==> src/rtl/alu_cc_pipe_if.sv <==
// Operation/result handshake bus for alu_cc_pipe.
// The master issues operations and consumes results; the slave is the ALU.
interface alu_cc_pipe_if #(
    parameter int WIDTH = 64,
    parameter int OPW   = 3
);
    logic             in_valid;
    logic             in_ready;
    logic [OPW-1:0]   in_op;
    logic [WIDTH-1:0] in_a;
    logic [WIDTH-1:0] in_b;
    logic             in_set_cc;
    logic             out_valid;
    logic             out_ready;
    logic [WIDTH-1:0] out_res;
    logic             out_zf;
    logic             out_sf;
    logic             out_of;
    logic             out_illegal;
    logic [2:0]       cc;
    logic [2:0]       cnd_fun;
    logic             cnd;

    modport master (
        output in_valid, in_op, in_a, in_b, in_set_cc, out_ready, cnd_fun,
        input  in_ready, out_valid, out_res, out_zf, out_sf, out_of, out_illegal, cc, cnd
    );

    modport slave (
        input  in_valid, in_op, in_a, in_b, in_set_cc, out_ready, cnd_fun,
        output in_ready, out_valid, out_res, out_zf, out_sf, out_of, out_illegal, cc, cnd
    );
endinterface

==> src/rtl/alu_cc_pipe.sv <==
// Two-stage pipelined Y86-64 execute ALU with condition-code register and jXX/cmovXX evaluator.
// Optional macro ALU_SHIFT_EN adds SHL (op 4) and SAR (op 5); without it those ops are illegal.
module alu_cc_pipe #(
    parameter int WIDTH = 64,
    parameter int OPW   = 3
) (
    input  logic          clk,
    input  logic          rst_n,
    alu_cc_pipe_if.slave  bus
);
    localparam logic [OPW-1:0] OP_ADD = OPW'(0);
    localparam logic [OPW-1:0] OP_SUB = OPW'(1);
    localparam logic [OPW-1:0] OP_AND = OPW'(2);
    localparam logic [OPW-1:0] OP_XOR = OPW'(3);
`ifdef ALU_SHIFT_EN
    localparam int             SHW    = $clog2(WIDTH);
    localparam logic [OPW-1:0] OP_SHL = OPW'(4);
    localparam logic [OPW-1:0] OP_SAR = OPW'(5);
`endif

    logic             r_s1_valid;
    logic [OPW-1:0]   r_s1_op;
    logic [WIDTH-1:0] r_s1_a;
    logic [WIDTH-1:0] r_s1_b;
    logic             r_s1_set_cc;

    logic             r_s2_valid;
    logic [WIDTH-1:0] r_s2_res;
    logic             r_s2_zf;
    logic             r_s2_sf;
    logic             r_s2_of;
    logic             r_s2_illegal;

    logic [2:0]       r_cc;

    logic             w_s2_adv;
    logic             w_s1_adv;
    logic             w_in_ready;
    logic [WIDTH-1:0] w_res;
    logic             w_of;
    logic             w_zf;
    logic             w_sf;
    logic             w_illegal;
    logic             w_cc_load;
    logic             w_lt;
    logic             w_cnd;

    assign w_s2_adv   = !r_s2_valid || bus.out_ready;
    assign w_s1_adv   = w_s2_adv;
    assign w_in_ready = !r_s1_valid || w_s1_adv;

    always_comb begin
        w_res     = '0;
        w_of      = 1'b0;
        w_illegal = 1'b0;
        case (r_s1_op)
            OP_ADD: begin
                w_res = r_s1_a + r_s1_b;
                w_of  = (r_s1_a[WIDTH-1] == r_s1_b[WIDTH-1]) && (w_res[WIDTH-1] != r_s1_a[WIDTH-1]);
            end
            OP_SUB: begin
                w_res = r_s1_a - r_s1_b;
                w_of  = (r_s1_a[WIDTH-1] != r_s1_b[WIDTH-1]) && (w_res[WIDTH-1] != r_s1_a[WIDTH-1]);
            end
            OP_AND: w_res = r_s1_a & r_s1_b;
            OP_XOR: w_res = r_s1_a ^ r_s1_b;
`ifdef ALU_SHIFT_EN
            OP_SHL: w_res = r_s1_a << r_s1_b[SHW-1:0];
            OP_SAR: w_res = $signed(r_s1_a) >>> r_s1_b[SHW-1:0];
`endif
            default: w_illegal = 1'b1;
        endcase
    end

    // Illegal ops report all-zero flags, so ZF must not follow the zero result
    assign w_zf      = !w_illegal && (w_res == '0);
    assign w_sf      = w_res[WIDTH-1];
    assign w_cc_load = w_s2_adv && r_s1_valid && r_s1_set_cc && !w_illegal;

    always_ff @(posedge clk or negedge rst_n) begin
        if (!rst_n) begin
            r_s1_valid  <= 1'b0;
            r_s1_op     <= '0;
            r_s1_a      <= '0;
            r_s1_b      <= '0;
            r_s1_set_cc <= 1'b0;
        end else if (w_in_ready) begin
            r_s1_valid <= bus.in_valid;
            if (bus.in_valid) begin
                r_s1_op     <= bus.in_op;
                r_s1_a      <= bus.in_a;
                r_s1_b      <= bus.in_b;
                r_s1_set_cc <= bus.in_set_cc;
            end
        end
    end

    always_ff @(posedge clk or negedge rst_n) begin
        if (!rst_n) begin
            r_s2_valid   <= 1'b0;
            r_s2_res     <= '0;
            r_s2_zf      <= 1'b0;
            r_s2_sf      <= 1'b0;
            r_s2_of      <= 1'b0;
            r_s2_illegal <= 1'b0;
        end else if (w_s2_adv) begin
            r_s2_valid <= r_s1_valid;
            if (r_s1_valid) begin
                r_s2_res     <= w_res;
                r_s2_zf      <= w_zf;
                r_s2_sf      <= w_sf;
                r_s2_of      <= w_of;
                r_s2_illegal <= w_illegal;
            end
        end
    end

    always_ff @(posedge clk or negedge rst_n) begin
        if (!rst_n) begin
            r_cc <= 3'b100;
        end else if (w_cc_load) begin
            r_cc <= {w_zf, w_sf, w_of};
        end
    end

    // cc is {ZF,SF,OF}; signed less-than is SF^OF
    assign w_lt = r_cc[1] ^ r_cc[0];

    always_comb begin
        w_cnd = 1'b0;
        case (bus.cnd_fun)
            3'd0: w_cnd = 1'b1;
            3'd1: w_cnd = w_lt || r_cc[2];
            3'd2: w_cnd = w_lt;
            3'd3: w_cnd = r_cc[2];
            3'd4: w_cnd = !r_cc[2];
            3'd5: w_cnd = !w_lt;
            3'd6: w_cnd = !w_lt && !r_cc[2];
            default: w_cnd = 1'b0;
        endcase
    end

    assign bus.in_ready    = w_in_ready;
    assign bus.out_valid   = r_s2_valid;
    assign bus.out_res     = r_s2_res;
    assign bus.out_zf      = r_s2_zf;
    assign bus.out_sf      = r_s2_sf;
    assign bus.out_of      = r_s2_of;
    assign bus.out_illegal = r_s2_illegal;
    assign bus.cc          = r_cc;
    assign bus.cnd         = w_cnd;
endmodule
==> src/flat_wrapper.sv <==
// flat-port wrapper written by rule: the top's interface ports become plain ports
module alu_cc_pipe_flat 
#(
    parameter int WIDTH = 64,
    parameter int OPW   = 3
)
  (clk, rst_n, bus_in_valid, bus_in_op, bus_in_a, bus_in_b, bus_in_set_cc, bus_out_ready, bus_cnd_fun, bus_in_ready, bus_out_valid, bus_out_res, bus_out_zf, bus_out_sf, bus_out_of, bus_out_illegal, bus_cc, bus_cnd);
  alu_cc_pipe_if #(.WIDTH(WIDTH), .OPW(OPW)) bus_i ();
  input  logic clk;
  input  logic rst_n;
  input wire logic [$bits(bus_i.in_valid)-1:0] bus_in_valid;
  input wire logic [$bits(bus_i.in_op)-1:0] bus_in_op;
  input wire logic [$bits(bus_i.in_a)-1:0] bus_in_a;
  input wire logic [$bits(bus_i.in_b)-1:0] bus_in_b;
  input wire logic [$bits(bus_i.in_set_cc)-1:0] bus_in_set_cc;
  input wire logic [$bits(bus_i.out_ready)-1:0] bus_out_ready;
  input wire logic [$bits(bus_i.cnd_fun)-1:0] bus_cnd_fun;
  output wire logic [$bits(bus_i.in_ready)-1:0] bus_in_ready;
  output wire logic [$bits(bus_i.out_valid)-1:0] bus_out_valid;
  output wire logic [$bits(bus_i.out_res)-1:0] bus_out_res;
  output wire logic [$bits(bus_i.out_zf)-1:0] bus_out_zf;
  output wire logic [$bits(bus_i.out_sf)-1:0] bus_out_sf;
  output wire logic [$bits(bus_i.out_of)-1:0] bus_out_of;
  output wire logic [$bits(bus_i.out_illegal)-1:0] bus_out_illegal;
  output wire logic [$bits(bus_i.cc)-1:0] bus_cc;
  output wire logic [$bits(bus_i.cnd)-1:0] bus_cnd;
  assign bus_i.in_valid = bus_in_valid;
  assign bus_i.in_op = bus_in_op;
  assign bus_i.in_a = bus_in_a;
  assign bus_i.in_b = bus_in_b;
  assign bus_i.in_set_cc = bus_in_set_cc;
  assign bus_i.out_ready = bus_out_ready;
  assign bus_i.cnd_fun = bus_cnd_fun;
  assign bus_in_ready = bus_i.in_ready;
  assign bus_out_valid = bus_i.out_valid;
  assign bus_out_res = bus_i.out_res;
  assign bus_out_zf = bus_i.out_zf;
  assign bus_out_sf = bus_i.out_sf;
  assign bus_out_of = bus_i.out_of;
  assign bus_out_illegal = bus_i.out_illegal;
  assign bus_cc = bus_i.cc;
  assign bus_cnd = bus_i.cnd;
  alu_cc_pipe #(.WIDTH(WIDTH), .OPW(OPW)) u_core (.clk(clk), .rst_n(rst_n), .bus(bus_i));
endmodule
==> config.mk <==
export PLATFORM = sky130hd
export DESIGN_NAME = alu_cc_pipe_flat
export DESIGN_NICKNAME = d
export VERILOG_FILES = /design/src/rtl/alu_cc_pipe_if.sv /design/src/rtl/alu_cc_pipe.sv /design/src/flat_wrapper.sv
export SDC_FILE = /design/constraint.sdc
export NUM_CORES = 1
export LEC_CHECK = 0
export ABC_AREA = 1
export BUFFER_PORTS_ARGS = -buffer_cell sky130_fd_sc_hd__buf_2
export CAP_MARGIN = 20
export CORE_UTILIZATION = 50
export CTS_CLUSTER_DIAMETER = 200
export DETAILED_ROUTE_END_ITERATION = 16
export PLACE_DENSITY_LB_ADDON = 0.3
export RECOVER_POWER = 50
export SLEW_MARGIN = 20
export SYNTH_ARGS = -nofsm -noshare
export SYNTH_HDL_FRONTEND = slang
export SYNTH_SLANG_ARGS = --single-unit
==> constraint.sdc <==
create_clock -name clk -period 3.26 [get_ports clk]
set_input_delay 0.326 -clock clk [delete_from_list [all_inputs] [get_ports clk]]
set_output_delay 0.326 -clock clk [all_outputs]
set_load 0.1 [all_outputs]
==> flow_summary.toml, run 1 <==
[worst_setup_path]
cp_slowest_stage_delay_ns = 0.42
arrival_ns = 3.58
rrSetupSlack_ns = 0.14
path_buf_inv = 2
required_ns = 3.72
crit_top_cell = "nand3_1"
crit_family = "simple AND/OR/NAND/NOR gates"
ff2ff_path_depth = 21
r2r_end = "u_core.bus.out_zf"
critPathMaxFanout = 5
rr_startpoint = "u_core.r_s1_a[2]"
cpMaxStageDelayCell = "dfrtp_1"
end_kind = "flip-flop"
start_kind = "flip-flop"
worstPathCellList = "ha_4 -> buf_4 -> nand3_1 -> nand2_2 -> buf_4 -> nand2_1 -> nand2_2 -> nand2_1 -> nand2_2 -> nand2_1 -> nand3_1 -> nand3b_1 -> nor2_1 -> nand3_1 -> nor2_2 -> nand3_1 -> nor2_2 -> nand3_1 -> nor2_2 -> nor2_1 -> nor2_1"
critPathKind = "flip-flop to flip-flop"

[floorplan]
die_w_um = 209
die_h_um = 209
coreArea_mm2 = 0.0421
die-area_mm2 = 0.0436
ioPinCount = 213
core.rowCount = 75
initial_core_util = 0.508

[clock_tree]
cts_buffer_depth = 3
cts_max_level = 1
cts.clk_slew.worst_paths_ns = 0.06
cts_tree = "built"
insertion_delay_ns = 0.56
cts_buffers = 23
clock_sinks = 204
cts_root_buf = "clkbuf_16"

[yosys]
synth_top_family_by_area = "simple AND/OR/NAND/NOR gates"
synth-adder-area-share = 0.0761
muxShareOfSynthArea = 0.0342
synth_edf_count = 0
syn_area_mm2 = 0.0214
yosysWarnings = 0
yosys.area_share.xor_xnor = 0.00123
ys_seq_area_frac = 0.239
synth_simple_gate_area_share = 0.403
synth.distinct_cells = 41
synth_compound_gate_area_share = 0.0876
synth_area_leaders = "dfrtp_1, nand2_1, inv_1"
syn-instance-count = 3680
avgSynthCellArea_um2 = 5.82
synth_area_leader_cell = "dfrtp_1"
synthFlopType = "dfrtp_1"
synth_async_sr_flop_share = 1.00
ys_ff_latch = 204
synth_nets = 3948
synth_top_area_frac = 0.237

[global_route]
gr-total-overflow = 0
grt_pass1_vias = 22700
antenna_found_initial = 3
grt_pass1_wl_um = 128000
grt_use_total = 0.383
grt_max_degree = 93

[drt]
firstDrtPassIters = 8
drtIter0Drc = 2458
post-route-drc-count = 0
vias = 24700
antenna_left = 0
via_per_inst = 5.32
wl_per_cell_um = 18.6
wirelength_um = 86300

[sta]
final-hold-violation-count = 0
period_share = 0.957
drv_slew = 70
fin_crit_ns = 3.12
max_clock_freq_mhz = 320
relSlewSlack = -0.154
fin_hold_ws_ns = 0.0122
setup_slack_ns = 0.140
setup_violations = 0
tightest_slew_ns = 1.73
fin_worst_skew_ns = 0.0375

[final_layout]
seq_area_mm2 = 0.00511
final_common_cell = "nand2_1"
drive_gt1_frac = 0.226
layout_common_cells = "nand2_1, inv_1, nor2_1, nand3_1, buf_4"
multiInputGateArea_mm2 = 0.0143
nNetsFinal = 4359
area_delta_synth_final_pct = 26.5
fillers = 4089
n_antenna_cell = 0

[placed_design]
dpl_worst_slack_ns = -0.107
port_buffers = 212
gp_congestion = 1.06
hpwlAfterDp_um = 70200

[hold_path]
hold_depth = 2
worstHoldPathType = "primary input to flip-flop"
min_from = "bus_in_a[41]"
whs_endpoint = "u_core.r_s1_a[41]"

[power_and_ir_drop]
peakVddDrop_mv = 0.623
powerDensity_mw_per_mm2 = 718
p_leak_uw = 0.0154

[run]
max-cap-violations = 1

[status]
failed_checks = "capacitance limit, slew limit"
outcome = "finished with violations"
==> state kept, by name, summed over array words and instances (netlist names) <==
register	count
u_core.r_s1_a	64
u_core.r_s1_b	64
u_core.bus.out_res	63
u_core.bus.cc	3
u_core.r_s1_op	3
u_core.bus.out_illegal	1
u_core.bus.out_of	1
u_core.bus.out_sf	1
u_core.bus.out_valid	1
u_core.bus.out_zf	1
u_core.r_s1_set_cc	1
u_core.r_s1_valid	1
==> synth_stat cells (5+ instances only) <==
master and n:
a21oi_1 179, a22oi_1 51, and3_1 5, buf_1 14, buf_2 25, buf_4 26
buf_6 12, clkbuf_1 34, dfrtp_1 203, ha_1 127, inv_1 724, inv_2 16
mux2_2 65, nand2_1 1314, nand2_2 16, nand3_1 285, nand3_2 6, nand3b_1 7
nand4_1 27, nor2_1 359, nor2_2 38, nor2_4 8, nor3_1 14, nor3_2 7
o21ai_0 73, o21bai_1 12, o22ai_1 13
==> cell families (layout without fill, tap and decap cells) <==
group | Yosys count | after routing
xor+xnor | 3 | 3
simple gates | 2091 | 2091
compound gates | 336 | 336
buf+inv | 852 | 1277
fa+ha+maj | 129 | 129
flops | 204 | 204
mux | 65 | 65
==> final cells by class <==
cell class              instances  share of cell area
repair buffers                497               0.124
clock inverters                 9             0.00656
clock buffers                  30              0.0244
flip-flops and latches        204               0.189
well taps                     539              0.0249
multi-input cells            2624               0.528
inverters                     741               0.103
==> where the power goes <==
group | switching (uW) | leakage [uW] | internal [uW]
Combinational | 9110 | 0.0125 | 3940
Sequential | 421 | 0.00245 | 3080
Clock | 1070 | 0.000415 | 1810
Total | 10600 | 0.0154 | 8840
==> worst reg2reg max path, cell delays in order (launching register included) <==
cell and delay [ns]:
dfrtp_1 0.42, ha_4 0.31, buf_4 0.12, nand3_1 0.09
nand2_2 0.12, buf_4 0.13, nand2_1 0.07, nand2_2 0.13
nand2_1 0.10, nand2_2 0.09, nand2_1 0.05, nand3_1 0.06
nand3b_1 0.26, nor2_1 0.20, nand3_1 0.10, nor2_2 0.14
nand3_1 0.09, nor2_2 0.18, nand3_1 0.11, nor2_2 0.12
nor2_1 0.05, nor2_1 0.12
==> timing repair <==
action                                  in CTS  in global routing
hold endpoints to repair                   107                  0
pin swaps                                    0                 34
gates resized for setup                      8                347
hold buffers                                42                  0
endpoints found under the setup margin       2                  2
buffers inserted                             0                 18
==> stage by stage <==
stage	area, um^2	TNS (ns)	std cells	util	total power (uW)
after global placement	24300	-0.0120	4545	0.577	15100
after global routing	27100	-0.0640	4644	0.643	20500
after CTS	25600	0	4626	0.608	18100
after floorplan	21400	0	3680	-	11400
final	27100	0	4644	0.643	19400
after detailed placement	24300	-0.203	4545	0.577	15100
==> worst max path at each step <==
stage,slack (ns),end,start,cells past startpoint
final,0.14,u_core.bus.out_zf,u_core.r_s1_a[2],21
after global routing,-0.06,u_core.bus.out_zf,u_core.r_s1_a[4],20
after CTS,0.01,u_core.bus.out_zf,u_core.r_s1_b[3],23
after detailed placement,-0.11,u_core.bus.out_zf,u_core.r_s1_b[5],20
after global placement,-0.01,u_core.bus.out_zf,u_core.r_s1_a[5],19
after floorplan,0.22,u_core.r_s1_b[10],u_core.bus.out_valid,6
==> layer usage <==
metal	routed length, um	track usage	vias to the layer above
li1	-	-	12000
met4	2660	0.108	8
met5	48	0	-
met1	37500	0.535	11300
met3	10400	0.116	173
met2	35700	0.568	1212
Note: power is estimated with default switching activity, not from simulation.
==> inputs of run 2 (changes only) <==
Settings changed: CORE_UTILIZATION 50 to 49.
Clock period 3.26 ns to 2.8 ns, I/O delays scaled along.
==> run 2 against run 1 <==
The flow finishes with violations (hold timing, capacitance limit, slew limit, setup timing). Clock power grew 12%. Register-to-register slack lost 0.59 ns. Critical path type unchanged. Worst setup slack lost 0.59 ns. Via count grew 18%. First-iteration DRC count grew 57%. Sequential power grew 17%. Largest cell class unchanged. Clock-buffer cell count shrank 1. Sequential share of layout area shrank 3.3 points. Worst hold slack lost 0.015 ns.
==> flow_summary.toml, run 2 (synthesis results as in run 1) <==
[sta]
max_clock_freq_mhz = 307
fin_hold_ws_ns = -0.00298
period_share = 1.16
final-hold-violation-count = 2
fin_worst_skew_ns = 0.0125
relSlewSlack = -0.241
setup_violations = 7
drv_slew = 76
tightest_slew_ns = 1.86
fin_crit_ns = 3.25
grt_setup_unrepaired = "yes"
setup_slack_ns = -0.455

[worst_setup_path]
critPathMaxFanout = 3
cp_slowest_stage_delay_ns = 0.39
arrival_ns = 3.74
start_kind = "flip-flop"
path_buf_inv = 2
worstPathCellList = "buf_4 -> ha_2 -> inv_1 -> o21bai_2 -> nand2_2 -> nand2_2 -> nand2_2 -> nand2_4 -> nand2_1 -> nand3_1 -> nand3_1 -> nor2_1 -> nand2_1 -> nor2_1 -> nand2_1 -> nor2_1 -> nand2_1 -> nor2_2 -> nand3_2 -> nor2_4 -> nor2_2 -> nor2_1"
required_ns = 3.29
critPathKind = "flip-flop to flip-flop"
end_kind = "flip-flop"
crit_family = "simple AND/OR/NAND/NOR gates"
cpMaxStageDelayCell = "dfrtp_1"

[drt]
vias = 29000
post-route-drc-count = 0
firstDrtPassIters = 6
wirelength_um = 107000
drtIter0Drc = 3870
wl_per_cell_um = 20.2
via_per_inst = 5.48
antenna_left = 0

[global_route]
grt_pass1_vias = 27800
grt_use_total = 0.464
gr-total-overflow = 0
grt_pass1_wl_um = 158000
grt_max_degree = 83
antenna_found_initial = 3

[run]
max-cap-violations = 1

[final_layout]
area_delta_synth_final_pct = 53.0
seq_area_mm2 = 0.00511
layout_common_cells = "nand2_1, buf_4, inv_1, nor2_1, nand3_1"
final_area_mm2 = 0.0328
multiInputGateArea_mm2 = 0.0151
fillers = 3281
drive_gt1_frac = 0.354
nNetsFinal = 4962
final_cells = 5296
final_common_cell = "nand2_1"

[placed_design]
port_buffers = 212
placed_cell_area_mm2 = 0.0282
gp_congestion = 1.11
hpwlAfterDp_um = 75700
dpl.cell_count = 5084

[clock_tree]
cts_buffer_depth = 3
cts_max_level = 1
cts.clk_slew.worst_paths_ns = 0.07
insertion_delay_ns = 0.56
cts_tree = "built"
clock_sinks = 204
cts_buffers = 22
cts_root_buf = "clkbuf_16"

[power_and_ir_drop]
p_leak_uw = 0.0184
p_total_uw = 26200
peakVddDrop_mv = 0.749
powerDensity_mw_per_mm2 = 800

[floorplan]
core.rowCount = 76
initial_core_util = 0.497
die-area_mm2 = 0.0445
ioPinCount = 213
coreArea_mm2 = 0.0431
die_h_um = 211
die_w_um = 211

[status]
failed_checks = "hold timing, capacitance limit, slew limit, setup timing"
outcome = "finished with violations"

[hold_path]
worstHoldPathType = "primary input to flip-flop"
[run 2: final timing paths]
kind / from / to / slack, ns / cells past startpoint
setup / recovery: u_core.r_s1_a[1] / u_core.bus.out_zf / -0.45 / 22
hold / removal: bus_in_b[6] / u_core.r_s1_b[6] / -0.003 / 3
setup reg to reg: u_core.r_s1_a[1] / u_core.bus.out_zf / -0.45 / 22
hold reg to reg: u_core.bus.out_res[57] / u_core.bus.out_res[57] / 0.48 / 2
max in group asynchronous: rst_n / u_core.r_s1_a[22] / 0.25 / 3
min in group asynchronous: rst_n / u_core.bus.out_valid / 0.79 / 2
[run 2: where the power goes]
group / switching (uW) / total, uW / internal (uW)
Sequential: 523 / 4110 / 3590
Combinational: 12100 / 18900 / 6800
Clock: 1350 / 3230 / 1880
[run 2: cell type report]
type | count | area share
antenna | 2 | 0.000153
clock buffer | 29 | 0.0182
clock inverter | 10 | 0.00519
inverter | 741 | 0.0849
multi-input combinational | 2624 | 0.462
sequential | 204 | 0.156
tap | 585 | 0.0223
timing repair buffer | 1101 | 0.252
[run 2: tightest hold or removal path, delay by kind of cell]
kind / cells / cell delay (ns)
AND/OR/NAND/NOR: 1 / 0.05
AO/OA/AOI/OAI: 1 / 0.11
buffers and inverters: 1 / 0.08
[run 2: what timing repair did]
item / CTS / global route
setup buffers: 40 / 17
setup endpoints to repair: 15 / 30
pin swaps: 81 / 44
endpoints found under the hold margin: 182 / 0
hold buffers: 114 / 0
gates resized for setup: 456 / 167
gates cloned: 0 / 0
[run 2: metal layers]
metal / track usage / up-vias / part of all wire
met3: 0.101 / 481 / 0.12
met4: 0.191 / 4 / 0.051
met2: 0.724 / 1962 / 0.43
met5: 0.00111 / - / 0.00023
met1: 0.620 / 13300 / 0.40
li1: - / 13300 / -
[run 2: metrics by stage]
stage	setup WS, ns	TNS [ns]	utilization
CTS	-0.0795	-0.182	0.746
floorplan	-0.136	-0.136	-
global route	-0.532	-11.82	0.761
finish	-0.455	-1.16	0.761
global placement	-0.399	-0.954	0.654
detailed placement	-0.451	-1.41	0.654
